<file path="src/rtl/ikari_video_regs_pkg.sv">
// Shared types and helpers for the video control register bank.
// Readback is enabled by defining IKARI_VREGS_READBACK_EN.
package ikari_video_regs_pkg;

    typedef enum logic [0:0] {
        IDLE  = 1'b0,
        ARMED = 1'b1
    } vreg_fsm_t;

    localparam logic [7:0] DEFAULT_DBUF_MASK = 8'hF0;

    // Bit offset of register idx within a packed NUM_REGS*DATA_W bus.
    function automatic int unsigned reg_slice(input int unsigned idx, input int unsigned data_w);
        return idx * data_w;
    endfunction

endpackage

</file>
<file path="src/rtl/ikari_vreg_cell.sv">
// One control register: immediate (DBUF=0) or double-buffered with a commit-gated shadow.
module ikari_vreg_cell
    import ikari_video_regs_pkg::*;
#(
    parameter int unsigned DATA_W = 8,
    parameter bit          DBUF   = 1'b0
) (
    input  logic              clk,
    input  logic              reset,
    input  logic              wr_hit,
    input  logic [DATA_W-1:0] wr_data,
    input  logic              commit,
    output logic [DATA_W-1:0] active,
    output logic [DATA_W-1:0] shadow,
    output logic              pending
);

    if (DBUF) begin : g_dbuf
        // A write landing on the commit edge still sets pending so the new data is not lost.
        always_ff @(posedge clk) begin
            if (reset) begin
                active  <= '0;
                shadow  <= '0;
                pending <= 1'b0;
            end else begin
                if (commit && pending) begin
                    active <= shadow;
                end
                if (wr_hit) begin
                    shadow  <= wr_data;
                    pending <= 1'b1;
                end else if (commit) begin
                    pending <= 1'b0;
                end
            end
        end
    end else begin : g_imm
        always_ff @(posedge clk) begin
            if (reset) begin
                active <= '0;
            end else if (wr_hit) begin
                active <= wr_data;
            end
        end
        assign shadow  = '0;
        assign pending = 1'b0;
    end

endmodule

</file>
<file path="src/rtl/ikari_video_regbank.sv">
// CPU-to-video register bank: write pipe, vblank commit FSM and per-register cells.
// Optional registered readback port enabled by IKARI_VREGS_READBACK_EN.
module ikari_video_regbank
    import ikari_video_regs_pkg::*;
#(
    parameter int unsigned          NUM_REGS  = 8,
    parameter int unsigned          DATA_W    = 8,
    parameter int unsigned          ADDR_W    = $clog2(NUM_REGS),
    parameter logic [NUM_REGS-1:0]  DBUF_MASK = NUM_REGS'(DEFAULT_DBUF_MASK)
) (
    input  logic                         clk,
    input  logic                         reset,
    input  logic                         wr_en,
    input  logic [ADDR_W-1:0]            wr_addr,
    input  logic [DATA_W-1:0]            wr_data,
    input  logic                         vblank,
    input  logic                         frame_lock,
    output logic [NUM_REGS*DATA_W-1:0]   regs_out,
    output logic [NUM_REGS-1:0]          pending,
    output logic                         commit_pulse,
    input  logic [ADDR_W-1:0]            rd_addr,
    output logic [DATA_W-1:0]            rd_data
);

    logic                       pipe_valid;
    logic [ADDR_W-1:0]          pipe_addr;
    logic [DATA_W-1:0]          pipe_data;
    logic                       vblank_q;
    vreg_fsm_t                  state;
    logic                       rise_c;
    logic                       commit_c;
    logic [NUM_REGS-1:0]        wr_hit;
    logic [NUM_REGS*DATA_W-1:0] shadow_bus;

    always_ff @(posedge clk) begin
        if (reset) begin
            pipe_valid <= 1'b0;
            pipe_addr  <= '0;
            pipe_data  <= '0;
        end else begin
            pipe_valid <= wr_en;
            pipe_addr  <= wr_addr;
            pipe_data  <= wr_data;
        end
    end

    assign rise_c   = vblank && !vblank_q;
    assign commit_c = ((state == IDLE)  && rise_c && !frame_lock) ||
                      ((state == ARMED) && vblank && !frame_lock);

    // ARMED waits out frame_lock within the same blank; leaving blank abandons this frame.
    always_ff @(posedge clk) begin
        if (reset) begin
            state        <= IDLE;
            vblank_q     <= 1'b0;
            commit_pulse <= 1'b0;
        end else begin
            vblank_q     <= vblank;
            commit_pulse <= commit_c && (|pending);
            case (state)
                IDLE: begin
                    if (rise_c && frame_lock) begin
                        state <= ARMED;
                    end
                end
                ARMED: begin
                    if (!vblank || !frame_lock) begin
                        state <= IDLE;
                    end
                end
                default: state <= IDLE;
            endcase
        end
    end

    for (genvar i = 0; i < NUM_REGS; i++) begin : g_cell
        assign wr_hit[i] = pipe_valid && (pipe_addr == ADDR_W'(i));

        ikari_vreg_cell #(
            .DATA_W (DATA_W),
            .DBUF   (DBUF_MASK[i])
        ) u_cell (
            .clk     (clk),
            .reset   (reset),
            .wr_hit  (wr_hit[i]),
            .wr_data (pipe_data),
            .commit  (commit_c),
            .active  (regs_out[reg_slice(i, DATA_W) +: DATA_W]),
            .shadow  (shadow_bus[reg_slice(i, DATA_W) +: DATA_W]),
            .pending (pending[i])
        );
    end

`ifdef IKARI_VREGS_READBACK_EN
    // Readback shows what the video side will see after the next commit.
    always_ff @(posedge clk) begin
        if (reset) begin
            rd_data <= '0;
        end else begin
            rd_data <= '0;
            for (int unsigned i = 0; i < NUM_REGS; i++) begin
                if (rd_addr == ADDR_W'(i)) begin
                    rd_data <= pending[i] ? shadow_bus[reg_slice(i, DATA_W) +: DATA_W]
                                          : regs_out[reg_slice(i, DATA_W) +: DATA_W];
                end
            end
        end
    end
`else
    logic unused_rd;
    assign unused_rd = ^{rd_addr, shadow_bus};
    assign rd_data   = '0;
`endif

endmodule

</file>
<file path="config.mk">
export PLATFORM = sky130hd
export DESIGN_NAME = ikari_video_regbank
export DESIGN_NICKNAME = d
export VERILOG_FILES = /design/src/rtl/ikari_video_regs_pkg.sv /design/src/rtl/ikari_vreg_cell.sv /design/src/rtl/ikari_video_regbank.sv
export SDC_FILE = /design/constraint.sdc
export NUM_CORES = 1
export LEC_CHECK = 0
export CAP_MARGIN = 20
export CORE_MARGIN = 1.5
export CORE_UTILIZATION = 40
export DETAILED_ROUTE_END_ITERATION = 10
export PLACE_DENSITY = 0.71
export SLEW_MARGIN = 20
export SYNTH_ARGS = -nofsm -noshare
export SYNTH_HDL_FRONTEND = slang
export SYNTH_HIERARCHICAL = 1
export SYNTH_SLANG_ARGS = --single-unit
</file>
<file path="constraint.sdc">
create_clock -name clk -period 1.7 [get_ports clk]
set_clock_uncertainty 0.1 [all_clocks]
set_input_delay 0.17 -clock clk [delete_from_list [all_inputs] [get_ports clk]]
set_output_delay 0.17 -clock clk [all_outputs]
set_load 0.03 [all_outputs]
</file>
Word level (Yosys, flattened, before mapping)
Index checks and enable logic that the tools add are counted.
{"block": "word_totals", "ram_bits": 0, "mem_count": 0, "inputBits": 19, "out_inout_bits": 81, "mem_bits_ro": 0, "elab_cells": 68, "latchBits": 0, "ff_bits": 115}
{"block": "op_classes", "n_mul": 0, "n_mux": 8, "n_lt_le_gt_ge": 0, "bitwise": 1, "eq_ne": 7, "div_mod_pow": 0, "shifts": 0, "n_reduce_logical": 30, "add_sub_neg": 0}
{"cell": "$logic_and 1x1->1", "count": 19}
{"cell": "$eq 3x3->1 const B", "count": 4}
{"cell": "$reduce_bool 2->1", "count": 4}
{"cell": "$mux 1", "count": 7}
{"cell": "$eq 3x2->1 const B", "count": 2}
{"cell": "$reduce_or 4->1", "count": 1}
{"cell": "$eq 3x1->1 const B", "count": 1}
{"cell": "$logic_not 1->1", "count": 3}
{"cell": "$logic_not 3->1", "count": 1}
{"cell": "$logic_or 1x1->1", "count": 2}
{"cell": "$pmux 1 s2", "count": 1}
{"cell": "$not 1->1", "count": 1}

Depth between registers and ports, before layout
{"block": "depth", "depth_word": 7, "ltp_mapped": 6, "depth_no_buf": 4}

Modules after synthesis
The synthesis kept the hierarchy.
{"mod": "ikari_vreg_cell (g_cell[4].u_cell ...)", "seq_area_each_um2": 340.3, "cells_per_inst": 67, "area_each_um2": 693.2, "instances": 4}
{"mod": "ikari_vreg_cell (g_cell[0].u_cell ...)", "seq_area_each_um2": 160.2, "cells_per_inst": 36, "area_each_um2": 356.6, "instances": 4}
{"mod": "ikari_video_regbank", "seq_area_each_um2": 300.3, "cells_per_inst": 58, "area_each_um2": 575.6, "instances": 1}

Least setup slack after synthesis
OpenSTA, ideal clock, no wires.
{"block": "synth_timing", "path_kind": "flip-flop to flip-flop", "startpoint": "reg vblank_q", "endpoint": "reg g_cell[4].u_cell.active[3]", "path_slack_ps": 341, "setup_time_ps": 119, "stages_incl_launch_ff": 7, "period_less_slack_ps": 1359, "required_ps": 1481, "arrival_ps": 1140, "path_buffers": 2, "path_cell_list": "dfxtp_1 -> nor2b_4 -> nor2_1 -> buf_6 -> buf_8 -> a21bo_1 -> a21oi_2"}
{"block": "synth_via", "elab_chain_cells": 6}
{"item": "start, declared", "line": "ikari_video_regbank.sv:28", "rtl": "logic vblank_q;"}
{"item": "start signal, assigned", "line": "ikari_video_regbank.sv:58", "rtl": "vblank_q <= vblank;"}
{"item": "$logic_not 1->1", "line": "ikari_video_regbank.sv:47", "rtl": "assign rise_c = vblank && !vblank_q;"}
{"item": "$logic_and 1x1->1", "line": "ikari_video_regbank.sv:47"}
{"item": "$logic_and 1x1->1 (2 in a row)", "line": "ikari_video_regbank.sv:48", "rtl": "assign commit_c = ((state == IDLE) && rise_c && !frame_lock) ||"}
{"item": "$logic_or 1x1->1", "line": "ikari_video_regbank.sv:48"}
{"item": "net commit_c", "line": "ikari_video_regbank.sv:31", "rtl": "logic commit_c;"}
{"item": "$logic_and 1x1->1", "line": "ikari_vreg_cell.sv:26", "rtl": "if (commit && pending) begin"}
{"item": "end signal, assigned", "line": "ikari_vreg_cell.sv:27", "rtl": "active <= shadow;"}
{"item": "end, declared", "line": "ikari_vreg_cell.sv:13", "rtl": "output logic [DATA_W-1:0] active,"}
The timed path passes the listed nets, and every way through them passes these cells.
A chain may end at the register's enable or synchronous reset.

Worst setup path in the final report
{"block": "layout_timing", "startpoint": "reg g_cell[2].u_cell.active[6]", "endpoint": "out regs_out[22]"}
{"item": "start, declared", "line": "ikari_vreg_cell.sv:13"}
{"item": "start signal, assigned", "line": "ikari_vreg_cell.sv:42", "rtl": "active <= wr_data;"}
{"item": "end, declared", "line": "ikari_video_regbank.sv:18", "rtl": "output logic [NUM_REGS*DATA_W-1:0] regs_out,"}
No word-level cell between the ends.

==> impl_metrics.tcl <==
set metrics [dict create \
    outcome "finished clean" \
    cts_buffer_depth 2 \
    dp_hpwl_um 6200 \
    ff2ff_path_depth 5 \
    clock.fmax_ghz 0.598 \
    worst-path-buf-inv 1 \
    dr_wl_met2_um 4620 \
    cts-buffers-inserted 17 \
    drc 0 \
    vias 3177 \
    die_w_um 109 \
    top_layer_used "met4" \
    diodes 0 \
    syn_avg_cell_area_um2 10.4 \
    wl_met3_um 396 \
    path_delay_family "buffers and inverters" \
    worst_ep_required_time_ns 1.43 \
    grt_max_degree 46 \
    critPathArrivalTime_ns 1.40 \
    drv_slew 0 \
    path_cells "clkdlybuf4s50_1" \
    multi_input_area_um2 1860 \
    critPathLaunch "g_cell[2].u_cell/active[6]$_SDFFE_PP0P_" \
    vias_per_cell 4.77 \
    drt-total-wl_um 9730 \
    r2r_slack_ns 0.30 \
    postCtsSetupBuffers 0 \
    path_clk_slew_ns 0.05 \
    tns_ns 0 \
    min_from "reset" \
    rsz0062_at_grt "false" \
    rr_endpoint "g_cell[3].u_cell/active[2]$_SDFFE_PP0P_" \
    grt_pass1_vias 3075 \
    clkLatencyLatePin_ns 0.40 \
    wl_met1_um 4580 \
    overflow 0 \
    initialDrtViolationCount 129 \
    wire_per_inst_um 14.6 \
    fp.coreArea_um2 10900 \
    hold_viol_final 0 \
    syn_inst 438 \
    area_delta_synth_final_pct 32.6 \
    cp-endpoint "regs_out[22]" \
    hold_depth 2 \
    h-tree-depth 4 \
    track_usage_pct 17.0 \
    drive_above_1_share_pct 16.0 \
    fillers 970 \
    grt_pass1_wl_um 15200 \
    final_nets 534 \
    gp_congestion 0.683 \
    peakVddDrop_mv 0.505 \
    critical_path_class "reg -> out" \
    cts-root-buf "clkbuf_16" \
    slowest_delay_ns 0.67 \
    fp-row-count 38 \
    p_leak_nw 2.81 \
    io_pins 100 \
    ys_warn_count 6 \
    p_per_area_nw_per_um2 1090 \
    dieArea_um2 12000 \
    dr.pass1.iters 4 \
    fin_crit_sh_pct 98.3 \
    seq_area_um2 2300 \
    final_common_cell "dfxtp_1" \
    cts_tree "done" \
    maxCapViolations 0 \
    cp_max_fo 2 \
    hold_path_class "in -> reg" \
    finalSetupViolCount 0 \
    cts.sinks 115 \
    antenna_found_initial 0 \
    ant_nets 0 \
    synth_area_um2 4530 \
    slew-limit-headroom_pct 64.6 \
    final_cell_mix "115 x dfxtp_1, 70 x nor2_1, 64 x mux2i_1" \
    io_buffers 84 \
    startpoint_type "register" \
    start_util_pct 41.5 \
    tightest_slew_ns 0.530 \
    cp-end-kind "primary output" \
    crit_cells 1 \
    fin_crit_ns 1.67 \
    dieHeight_um 109 \
    final_util_pct 55.0 \
    r2r-start "pipe_addr[2]$_SDFF_PP0_" \
    cpMaxStageDelayCell "clkdlybuf4s50_1" \
]
==> sequential cells by signal, summed over array words and instances, names as in the netlist <==
name / flops
vblank_q: 1
state: 1
pipe_data: 8
pipe_valid: 1
g_cell.u_cell/active: 64
commit_pulse: 1
pipe_addr: 3
g_cell.u_cell/pending: 4
g_cell.u_cell/shadow: 32
==> worst min-delay path by stage <==
stage / endpoint
floorplan: pipe_data[4]$_SDFF_PP0_
global placement: g_cell[7].u_cell/active[7]$_SDFFE_PP0P_
detailed placement: g_cell[6].u_cell/active[7]$_SDFFE_PP0P_
CTS: g_cell[6].u_cell/shadow[6]$_SDFFE_PP0P_
global route: g_cell[7].u_cell/shadow[0]$_SDFFE_PP0P_
finish: g_cell[6].u_cell/shadow[5]$_SDFFE_PP0P_
==> where the power goes <==
part,switching [mW],internal [mW],total (mW)
Sequential,0.0500,2.73,2.78
Clock,1.12,2.37,3.49
Combinational,0.169,0.106,0.275
Total,1.34,5.21,6.54
==> layout make-up <==
type	instances	share of cell area, %
clock inverter	4	1.17
tap	140	2.91
timing repair buffer	100	17.9
sequential	115	38.3
clock buffer	26	8.64
inverter	4	0.250
multi-input combinational	277	30.9
==> metal layers <==
| layer | track usage, % | vias up |
|---|---|---|
| li1 | - | 1592 |
| met1 | 21.3 | 1496 |
| met2 | 27.2 | 78 |
| met3 | 4.03 | 11 |
| met4 | 8.35 | 0 |
| met5 | 0 | - |
==> timing repair <==
item,in CTS,in global routing
hold buffers,0,0
pin swaps,0,0
endpoints found under the setup margin,9,35
gates cloned,0,0
resized for setup,9,35
hold endpoints to repair,0,0
==> stage by stage <==
stage / worst slack [ns] / total power, mW / cell area (um2) / cells / hold slack, ns
detailed placement: 0.0837 / 3.11 / 5350 / 636 / 0.367
global placement: 0.0863 / 3.11 / 5350 / 636 / 0.360
finish: 0.0283 / 6.54 / 6010 / 666 / 0.133
CTS: 0.000222 / 6.60 / 5920 / 666 / 0.123
global route: 0.00112 / 6.76 / 6010 / 666 / 0.145
floorplan: 0.341 / 3.04 / 4560 / 445 / 0.142
(Power assumes the default switching activity.)
